`config.mk`:
```
export PLATFORM = sky130hd
export DESIGN_NAME = pulse_count_ctrl
export DESIGN_NICKNAME = d
export VERILOG_FILES = /design/src/rtl/pulse_count_ctrl.sv
export SDC_FILE = /design/constraint.sdc
export NUM_CORES = 1
export LEC_CHECK = 0
export CORE_MARGIN = 2
export CORE_UTILIZATION = 53
export DETAILED_ROUTE_END_ITERATION = 12
export HOLD_SLACK_MARGIN = 0.08
export PLACE_DENSITY = 0.86
export SLEW_MARGIN = 20
export SYNTH_ARGS = -nofsm -noshare
export SYNTH_HDL_FRONTEND = slang
export SYNTH_SLANG_ARGS = --single-unit
```
`constraint.sdc`:
```
create_clock -name clk -period 2.5 [get_ports clk]
set_input_delay 0.5 -clock clk [delete_from_list [all_inputs] [get_ports clk]]
set_output_delay 0.5 -clock clk [all_outputs]
set_load 0.02 [all_outputs]
```
`src/rtl/pulse_count_ctrl.sv`:
```
// Sequencer for a modulo-4 ones-counter: clears it, drives cmd_len x pulses, counts z rising edges.
// Optional `PULSE_CHECK_EN adds rsp_err = (unsaturated hits != len>>2), latched on entry to RESP.
module pulse_count_ctrl #(
  parameter int LEN_W = 8,
  parameter int HIT_W = 8,
  parameter int GAP   = 0
) (
  input  logic             clk,
  input  logic             reset,
  input  logic             cmd_valid,
  output logic             cmd_ready,
  input  logic [LEN_W-1:0] cmd_len,
  output logic             cnt_x,
  output logic             cnt_reset,
  input  logic             cnt_z,
  output logic             rsp_valid,
  input  logic             rsp_ready,
  output logic [HIT_W-1:0] rsp_hits,
  output logic             rsp_err,
  output logic             busy
);

  typedef enum logic [2:0] {
    IDLE  = 3'd0,
    CLR   = 3'd1,
    RUN   = 3'd2,
    DRAIN = 3'd3,
    RESP  = 3'd4
  } state_t;

  localparam logic [3:0]       GAP_V   = 4'(GAP);
  localparam logic [LEN_W-1:0] LEN_ONE = LEN_W'(1);
  localparam logic [HIT_W-1:0] HIT_MAX = {HIT_W{1'b1}};

  state_t           state_r;
  state_t           state_s;
  logic [LEN_W-1:0] len_r;
  logic [LEN_W-1:0] left_r;
  logic [3:0]       gap_r;
  logic             drain_r;
  logic             z_q;
  logic             x_next_s;
  logic             accept_s;
  logic             hit_s;

  assign accept_s = (state_r == IDLE) && cmd_valid;
  assign hit_s    = cnt_z && !z_q && ((state_r == RUN) || (state_r == DRAIN));

  // State register.
  always_ff @(posedge clk) begin
    if (reset) begin
      state_r <= IDLE;
    end else begin
      state_r <= state_s;
    end
  end

  // Next state and next-cycle pulse decision; cnt_x is a register, so it is decided one cycle ahead.
  always_comb begin
    state_s  = state_r;
    x_next_s = 1'b0;
    case (state_r)
      IDLE: begin
        if (cmd_valid) state_s = CLR;
        else           state_s = IDLE;
      end
      CLR: begin
        if (len_r != '0) begin
          state_s  = RUN;
          x_next_s = 1'b1;
        end else begin
          state_s  = DRAIN;
        end
      end
      RUN: begin
        if (cnt_x) begin
          if (left_r == LEN_ONE)   state_s  = DRAIN;
          else if (GAP_V == 4'd0)  x_next_s = 1'b1;
          else                     x_next_s = 1'b0;
        end else begin
          if (gap_r == 4'd1) x_next_s = 1'b1;
          else               x_next_s = 1'b0;
        end
      end
      DRAIN: begin
        if (drain_r) state_s = RESP;
        else         state_s = DRAIN;
      end
      RESP: begin
        if (rsp_ready) state_s = IDLE;
        else           state_s = RESP;
      end
      default: state_s = IDLE;
    endcase
  end

  // Datapath, pulse/gap bookkeeping and registered outputs.
  always_ff @(posedge clk) begin
    if (reset) begin
      cnt_x     <= 1'b0;
      cnt_reset <= 1'b0;
      rsp_valid <= 1'b0;
      busy      <= 1'b0;
      cmd_ready <= 1'b1;
      rsp_hits  <= '0;
      z_q       <= 1'b0;
      len_r     <= '0;
      left_r    <= '0;
      gap_r     <= 4'd0;
      drain_r   <= 1'b0;
    end else begin
      cnt_x     <= x_next_s;
      cnt_reset <= (state_s == CLR);
      rsp_valid <= (state_s == RESP);
      busy      <= (state_s != IDLE);
      cmd_ready <= (state_s == IDLE);
      drain_r   <= (state_r == DRAIN) ? !drain_r : 1'b0;
      if (accept_s) begin
        len_r    <= cmd_len;
        rsp_hits <= '0;
        z_q      <= 1'b0;
      end else begin
        z_q <= cnt_z;
        if (hit_s && (rsp_hits != HIT_MAX)) rsp_hits <= rsp_hits + HIT_W'(1);
        else                                rsp_hits <= rsp_hits;
      end
      // left_r counts pulses still owed, including the one on cnt_x this cycle.
      if (state_r == CLR)                  left_r <= len_r;
      else if ((state_r == RUN) && cnt_x)  left_r <= left_r - LEN_ONE;
      else                                 left_r <= left_r;
      if ((state_r == RUN) && cnt_x)                 gap_r <= GAP_V;
      else if ((state_r == RUN) && (gap_r != 4'd0))  gap_r <= gap_r - 4'd1;
      else                                           gap_r <= gap_r;
    end
  end

`ifdef PULSE_CHECK_EN
  localparam logic [LEN_W-1:0] RAW_MAX = {LEN_W{1'b1}};

  logic [LEN_W-1:0] raw_r;
  logic [LEN_W-1:0] raw_next_s;
  logic             err_r;

  // Unsaturated hit count, including a hit landing on the RESP entry edge.
  always_comb begin
    raw_next_s = raw_r;
    if (accept_s)                           raw_next_s = '0;
    else if (hit_s && (raw_r != RAW_MAX))   raw_next_s = raw_r + LEN_ONE;
    else                                    raw_next_s = raw_r;
  end

  // Raw count and pass/fail flag, frozen on entry to RESP.
  always_ff @(posedge clk) begin
    if (reset) begin
      raw_r <= '0;
      err_r <= 1'b0;
    end else begin
      raw_r <= raw_next_s;
      if (accept_s)                                    err_r <= 1'b0;
      else if ((state_s == RESP) && (state_r != RESP)) err_r <= (raw_next_s != (len_r >> 2));
      else                                             err_r <= err_r;
    end
  end

  assign rsp_err = err_r;
`else
  assign rsp_err = 1'b0;
`endif

endmodule
```
==> flow_summary.toml <==
[critical_path]
cp.depth = 1
crit_arrival_ns = 1.46
crit_family = "buffers and inverters"
cp-startpoint = "rsp_hits[2]"
start_kind = "flip-flop"
r2r_end = "cnt_reset"
rr_worst_depth = 4
path_class = "flip-flop to output port"
crit_required_ns = 2.00
slowest_stage = "clkdlybuf4s50_1"
crit_fanout = 6
critPathBufInv = 1
r2r_slack_ns = 0.65
crit_end = "rsp_hits[2]"
end_kind = "output port"
cpPeakStageDelay_ns = 0.67
r2r-start = "left_r[2]"
worstPathCellList = "clkdlybuf4s50_1"

[route]
dr.pass1.iters = 5
wirelength_um = 3660
drtAntennaViolNets = 0
num_vias = 1544
drt-initial-drc-count = 96
wl_per_cell_um = 13.1
vias_per_cell = 5.53
drc_errors = 0

[global_route]
grt_use_total_pct = 21.3
antenna_found_initial = 0
grt_pass1_wl_um = 6510
grt_max_degree = 17
first_global_vias = 1464
globalRouteOverflowTotal = 0

[finish]
n_antenna_cell = 0
area_growth_pct = 19.7
nets = 250
drive_gt1_share_pct = 10.3
layout_commonest_cell = "dfxtp_1"
fin_area_um2 = 2140
layout_common_cells = "dfxtp_1, nand2_1, clkdlybuf4s50_1, nor2_1, a21oi_1"

[floorplan]
start_util_pct = 54.5
ioPinCount = 27
core_um2 = 3280
placementRows = 21
die_area_um2 = 3860
die_x_um = 62.1
die_h_um = 62.1

[clocking]
htreeDepth = 2
clk_latency_ns = 0.35
clockRootBuffer = "clkbuf_4"
cts_sinks = 38
cts_tree = "yes"
holdBufCountCts = 0
cts_setup_buffers = 0
cts-buffers-inserted = 5
cts-resized-gates = 0
clk_pin_slew_ns = 0.11
clock_path_buffers = 2

[synthesis]
synth_edf_count = 0
yosysUniqueCellTypes = 47
ys_seq_area_share_pct = 42.5
yosysTopAreaCell = "dfxtp_1"
synth_flop_cell = "dfxtp_1"
ys_warn_count = 0
synthTopCellsByArea = "dfxtp_1, nand2_1, nor2_1"
synth_async_sr_flop_share_pct = 0
synth.cell_area_um2 = 1790
ys_seq_elements = 38
synth_fp_nets = 225
avgSynthCellArea_um2 = 8.64
synth_top_area_share_pct = 42.5
syn_inst = 207

[sta]
min_period_ns = 1.96
tightest_slew_ns = 0.539
setup_viol = 0
maxSlewHeadroom_pct = 63.9
rsz0062_at_grt = "no"
hold_violations = 0
setup_tns_ns = 0
maxSlewViolCount = 0
skew_ns = 0.00644
min_period_over_period_pct = 78.5
fmax_mhz = 510

[pwr]
finalPower_mw = 1.20
p_leak_nw = 0.763
p_per_area_nw_per_um2 = 561
vdd_drop_max_mv = 0.391

[run]
maxCapViolCount = 0

[placed_design]
portBuffers = 25
gp_congestion = 0.787
place_hpwl_um = 2620
dpl_cell_area_um2 = 2080

[outcome]
status = "complete, no violations"

[hold_path]
hold_class = "flip-flop to flip-flop"
sequential cells by signal, indices dropped and copies added (netlist names):
register / flops
cnt_reset: 1
drain_r: 1
cnt_x: 1
busy: 1
gap_r: 4
rsp_hits: 8
rsp_valid: 1
cmd_ready: 1
left_r: 8
z_q: 1
len_r: 8
state_r: 3
cells in the mapped netlist, drive strengths merged (3+ instances only):
cell type  number
dfxtp          38
nand2          27
nor2           22
a21oi          15
clkbuf          9
inv             8
xor2            7
a31oi           5
ha              5
o211ai          5
a211oi          4
and3            4
nor3            4
o21ai           4
and2            3
nand3           3
nand3b          3
nand4b          3
nor3b           3
nor4            3
or2             3
xnor2           3
cell families (layout without fill, tap and decap cells):
| kind of cell | count (synthesis) | count (layout) | share of synthesized area, % |
|---|---|---|---|
| fa+ha+maj | 5 | 5 | 3.50 |
| compound gates | 41 | 41 | 15.1 |
| mux | 2 | 2 | 1.19 |
| other cells | 1 | 1 | 0.210 |
| simple gates | 91 | 91 | 28.3 |
| flops | 38 | 38 | 42.5 |
| buf+inv | 19 | 45 | 4.27 |
| xor+xnor | 10 | 10 | 4.90 |
layer usage:
metal,share of wire (%),vias up,wire (um),GRT usage [%]
met1,45,721,1650,26.0
li1,-,783,-,-
met5,0,-,0,0
met3,4.0,6,148,7.07
met2,49,34,1780,34.9
met4,2.1,0,77,8.61
cell type report:
cell class	count	area, um2
clock buffer	7	55.1
clock inverter	1	5.00
fill	277	1140
inverter	8	30.0
multi-input combinational	150	952
sequential	38	761
tap	46	57.6
timing repair buffer	29	280
worst register-to-register path, delay by kind of cell (launching register included):
kind             cells  cell delay, ns
AO/OA/AOI/OAI        1            0.36
flip-flops           1            0.38
AND/OR/NAND/NOR      3            1.01
power breakdown:
part / internal, mW / switching, mW
combinational: 0.0903 / 0.103
clock: 0.136 / 0.200
sequential: 0.636 / 0.0344
how the worst min path moves through the flow:
stage,from,cells after the start,end,slack [ns]
final,len_r[1],2,len_r[1],0.48
after global routing,len_r[1],2,len_r[1],0.51
after CTS,len_r[1],2,len_r[1],0.48
after detailed placement,len_r[1],2,len_r[1],0.47
after global placement,len_r[0],2,left_r[0],0.46
after floorplan,len_r[0],2,left_r[0],0.44
metrics by stage:
stage | utilization (%) | instances | setup WS, ns | hold WS (ns)
2_1_floorplan | - | 207 | 0.713 | 0.445
3_3_place_gp | 63.4 | 271 | 0.388 | 0.458
3_5_place_dp | 63.4 | 271 | 0.330 | 0.467
4_1_cts | 65.2 | 279 | 0.522 | 0.481
5_1_grt | 65.2 | 279 | 0.448 | 0.507
6_report | 65.2 | 279 | 0.538 | 0.479
(Power assumes the default switching activity.)
==> RTL edit 1: new RTL, same flow settings <==
Put one more register stage on the output `cnt_x`, without a reset. The value now appears one clock later. The other outputs are not delayed to match. Comments in the files are not updated.
--- a/src/rtl/pulse_count_ctrl.sv
+++ b/src/rtl/pulse_count_ctrl.sv
@@ -33,2 +33,4 @@
   localparam logic [HIT_W-1:0] HIT_MAX = {HIT_W{1'b1}};
+
+  logic cnt_x_s0;
 
@@ -75,3 +77,3 @@
       RUN: begin
-        if (cnt_x) begin
+        if (cnt_x_s0) begin
           if (left_r == LEN_ONE)   state_s  = DRAIN;
@@ -99,3 +101,3 @@
     if (reset) begin
-      cnt_x     <= 1'b0;
+      cnt_x_s0  <= 1'b0;
       cnt_reset <= 1'b0;
@@ -111,3 +113,3 @@
     end else begin
-      cnt_x     <= x_next_s;
+      cnt_x_s0  <= x_next_s;
       cnt_reset <= (state_s == CLR);
@@ -128,5 +130,5 @@
       if (state_r == CLR)                  left_r <= len_r;
-      else if ((state_r == RUN) && cnt_x)  left_r <= left_r - LEN_ONE;
+      else if ((state_r == RUN) && cnt_x_s0)  left_r <= left_r - LEN_ONE;
       else                                 left_r <= left_r;
-      if ((state_r == RUN) && cnt_x)                 gap_r <= GAP_V;
+      if ((state_r == RUN) && cnt_x_s0)                 gap_r <= GAP_V;
       else if ((state_r == RUN) && (gap_r != 4'd0))  gap_r <= gap_r - 4'd1;
@@ -169,2 +171,6 @@
 
+  always_ff @(posedge clk) begin
+    cnt_x <= cnt_x_s0;
+  end
+
 endmodule
Formal check against the unedited RTL: not equivalent (Yosys sat finds a counterexample within 4 cycles, from zero or initial values and one cycle with reset high).
==> RTL edit 1 against the unedited design <==
  * Highest routed layer unchanged
  * Setup slack improved by 29 ps
  * Non-clock buffer count unchanged
  * Wire length about the same
  * First-iteration DRC count increased by 23%
  * Area after synthesis increased by 1.4%
  * Sequential cell count increased by 1
  * Total power increased by 2.7%
  * Final area increased by 1.1%
  * Critical path depth unchanged
==> RTL edit 1: results (changes against the unedited design) <==
- The fraction of registers with async set/reset is 0% (unchanged).
- The count of warnings emitted by yosys came to 0 (unchanged).
- The estimated wirelength of the detail-placed design is 2690 um (+2.5%).
- The insertion delay to the later sink of the worst-skew pair is 340 ps.
- The maximum vdd drop is 0.278 mV (-29%).
- The data arrival at the endpoint of the critical path is 1430 ps (-30 ps).
- In the final layout, the registers with the most flip-flops are left_r: 8 flops, len_r: 8 flops, rsp_hits: 8 flops.
- The number of global-route vias before repair came to 1,485 (+1.4%).
- The leakage power figure is 0.794 nW (+4.1%).
- The portion of the post-synthesis area used by sequential elements is 43.0% (+0.52 points).
- The delay of the slowest cell on the worst path is 660 ps.
- The proportion of layout cells with a drive suffix above 1 is 7.59% (-2.7 points).
- The cell family contributing the most delay on the critical path is buffers and inverters.
- The number of failing setup endpoints in the final timing report is 0 (unchanged).
- The pre-CTS setup slack was 460 ps (+129 ps).
- The non-filler instance count after layout is 283 (+1.4%).
- The post-CTS resize count is 0 (unchanged).
- The maximum level of the CTS H-tree is 2 (unchanged).
- The via count of the routed design is 1,565 (+1.4%).
- The critical-path maximum fanout is 6 (unchanged).
- The number of detailed-routing iterations run before antenna repair came to 4 (-1).
- The number of antenna violations at the first check in global routing was 0 (unchanged).
- The min-delay analysis places its worst path in the category reg -> reg.
- The cell with the largest stage delay on the worst path is clkdlybuf4s50_1.
- The global placer's final weighted congestion was 0.848 (+7.9%).
- In the synthesized netlist, the cells that appear most often are dfxtp_1, nand2_1, a21oi_1.
- The number of buffers on the longest clock path is 2 (unchanged).
- The total of buffers placed on input and output ports came to 25 (unchanged).
- The number of DRC markers after the initial detailed-route iteration came to 118 (+23%).
- The global router's overall resource usage is 20.7% (-0.68 points).
- The transition time of the tightest slew-check pin is 539 ps (+0.210 ps).
- The overall routed net length was 3660 um (about the same).
- The synthesized netlist net count is 229 (+1.8%).
- The worst hold path begins at len_r[7].
- The run finished with clean final reports.
- The mean instance size in the synthesized netlist is 8.60 um2 (-0.52%).
- The clock skew after layout is 3.07 ps (-3.37 ps).
- The clock slew at the register clock pins of the worst setup and hold paths is 100 ps.
- The number of nets in the finished design was 255 (+2.0%).
- The antenna cell count is 0 (unchanged).
- The critical register-to-register path startpoint is state_r[0].
- The worst setup path startpoint is rsp_hits[3].
- The maximum number of pins on one net before global-route repair is 23 (+6).
- The first-pass GRT wire length is 6510 um (-0.11%).
- The area after detailed placement is 0.00211 mm2 (+1.3%).
- The buffer cell driving the clock tree root is clkbuf_4.
- The number of unique standard cell types used by synthesis came to 49 (+4.3%).
- The post-CTS setup-driven buffer insertion count came to 0 (unchanged).
- After synthesis, the cell types taking the most area are dfxtp_1, a21oi_1, nand2_1.
- The number of buffers added by the clock tree synthesis step is 5 (unchanged).
==> RTL edit 1: final timing paths <==
| path | to | slack, ps | cells after the start |
|---|---|---|---|
| hold / removal | len_r[7] | 480 | 2 |
| hold reg to reg | len_r[7] | 480 | 2 |
| setup / recovery | rsp_hits[3] | 570 | 1 |
| setup reg to reg | left_r[6] | 770 | 4 |
==> RTL edit 1: kinds of logic (layout without fill, tap and decap cells) <==
| family | Yosys count | count (layout) | share of synthesized area [%] |
|---|---|---|---|
| other | 1 | 1 | 0.207 |
| multiplexers | 3 | 3 | 1.72 |
| AND/OR/NAND/NOR | 92 | 92 | 29.0 |
| flip-flops | 39 | 39 | 43.0 |
| buffers and inverters | 17 | 43 | 3.86 |
| adder cells (fa/ha/maj) | 5 | 5 | 3.45 |
| XOR/XNOR | 5 | 5 | 2.41 |
| AO/OA/AOI/OAI | 49 | 49 | 16.3 |
==> RTL edit 1: area by class of cell <==
cell class                 instances  area [um2]
clock buffer                       6        51.3
clock inverter                     1        5.00
fill                             301        1150
inverter                           7        26.3
multi-input combinational        155         963
sequential                        39         781
tap                               46        57.6
timing repair buffer              29         280
==> RTL edit 1: metal layers <==
| metal | track usage [%] | share of wire (%) | wire length [um] | vias to the layer above |
|---|---|---|---|---|
| met2 | 34.0 | 48 | 1750 | 35 |
| met3 | 5.77 | 3.9 | 142 | 5 |
| met4 | 8.33 | 1.7 | 62 | 0 |
| met1 | 25.5 | 46 | 1700 | 719 |
| met5 | 0 | 0 | 0 | - |
| li1 | - | - | - | 806 |
==> RTL edit 1: tightest hold or removal path: stages, from the launching register on <==
cell,delay (ps)
dfxtp_1,340
nand2_1,60
a21oi_1,50
==> RTL edit 1: report_power, final <==
part	switching [mW]	total [mW]	internal, mW
registers	0.0367	0.693	0.656
clock network	0.193	0.323	0.130
logic	0.117	0.217	0.0997
==> RTL edit 2: new RTL, same flow settings <==
Without the edit above. Add a define of `PULSE_CHECK_EN`.
--- a/src/rtl/pulse_count_ctrl.sv
+++ b/src/rtl/pulse_count_ctrl.sv
@@ -2,2 +2,4 @@
 // Optional `PULSE_CHECK_EN adds rsp_err = (unsaturated hits != len>>2), latched on entry to RESP.
+`define PULSE_CHECK_EN
+
 module pulse_count_ctrl #(
Function: changed (a bounded check fails within 10 cycles, from zero or initial values and one cycle with reset high).
==> RTL edit 2 against the unedited design <==
  * Sequential cell count increased by 9
  * Final area increased by 30%
  * Area after synthesis increased by 34%
  * Wire length increased by 37%
  * Die area increased by 31%
  * Final cell count increased by 29%
  * Sequential power increased by 22%
  * Total power increased by 31%
  * Setup slack got worse by 220 ps
==> RTL edit 2: results (changes against the unedited design) <==
- The flow ran to the end, and the final reports show no timing, DRC or antenna violations.
- The maximum vdd drop is 0.381 mV (-2.3%).
- The number of nets in the finished design was 326 (+30%).
- The number of vias per cell is 5.58 (+0.77%).
- The clock slew at the register clock pins of the worst setup and hold paths is 90 ps (-20 ps).
- By count the netlist is led by dfxtp_1, nor2_1, nand2_1.
- The mean instance size in the synthesized netlist is 8.57 um2 (-0.85%).
- The cell count after placement was 351 (+30%).
- The via count of the routed design is 2,002 (+30%).
- The relative slew slack is 61.4% (-2.6 points).
- In this run the worst setup path begins at cnt_z.
- The critical path endpoint is rsp_err.
- The pre-CTS setup slack is 24.2 ps (-306 ps).
- The estimated wirelength of the detail-placed design is 3680 um (+40%).
- The number of unique standard cell types used by synthesis is 50 (+6.4%).
- The leakage power figure is 0.979 nW (+28%).
- The XOR/XNOR share of the synthesized area was 6.59% (+1.7 points).
- The synthesized netlist net count is 299 (+33%).
- After synthesis, the cell types taking the most area are dfxtp_1, nor2_1, nand2_1.
- The cell count of the worst hold path is 1 (-1).
- The number of global-route vias before repair was 1,879 (+28%).
- The insertion delay to the later sink of the worst-skew pair is 300 ps (-50 ps).
- The critical-path maximum fanout is 3 (-3).
- The area after detailed placement is 0.00269 mm2 (+29%).
- The setup slack on the worst flop-to-flop path is 370 ps (-280 ps).
- The post-synthesis adder-cell area fraction is 3.66% (+0.17 points).
- The data arrival at the endpoint of the critical path came to 2370 ps (+910 ps).
- The number of detailed-routing iterations run before antenna repair is 4 (-1).
- The proportion of layout cells with a drive suffix above 1 was 9.77% (-0.53 points).
- The filler cell count is 373 (+35%).
- The global placer's final weighted congestion is 0.900 (+14%).
- The number of DRC markers after the initial detailed-route iteration is 161 (+68%).
- The maximum number of pins on one net before global-route repair came to 24 (+7).
- The delay of the slowest cell on the worst path was 550 ps (-120 ps).
RTL edit 2: power by group:
group	internal [mW]	switching, mW	leakage, nW	total, mW
logic	0.116	0.131	0.546	0.248
clock network	0.253	0.250	0.0515	0.503
registers	0.781	0.0372	0.382	0.818
total	1.15	0.419	0.979	1.57
RTL edit 2: metal layers:
| metal | share of wire, % | vias up |
|---|---|---|
| met5 | 0 | - |
| met2 | 47 | 48 |
| li1 | - | 1027 |
| met4 | 1.9 | 0 |
| met1 | 47 | 920 |
| met3 | 4.0 | 7 |
RTL edit 2: cells by family (layout without fill, tap and decap cells):
family                     Yosys count  count (layout)
DFF                                 47              47
buffers and inverters               21              49
AOI/OAI and AO/OA                   47              47
adders and majority gates            7               7
muxes                                6               6
xor gates and xnor gates            18              18
and+or+nand+nor                    133             133
RTL edit 2: worst min path at each step:
stage | start | end | slack (ps)
finish | drain_r | drain_r | 490
global route | drain_r | drain_r | 510
detailed placement | drain_r | drain_r | 470
floorplan | drain_r | drain_r | 430
global placement | drain_r | drain_r | 450
CTS | drain_r | drain_r | 480
RTL edit 2: final cells by class:
type | instances | area, um2 | share of cell area (%)
Clock buffer | 8 | 100 | 3.58
Inverter | 9 | 33.8 | 1.21
Multi-Input combinational cell | 211 | 1340 | 47.8
Sequential cell | 47 | 941 | 33.7
Tap cell | 52 | 65.1 | 2.33
Timing Repair Buffer | 32 | 318 | 11.4
RTL edit 2: worst reg2reg max path, delay by kind of cell (launching register included):
family,cells,cell delay (ps)
flip-flops,1,670
multiplexers,1,290
AND/OR/NAND/NOR,3,820
AO/OA/AOI/OAI,2,230
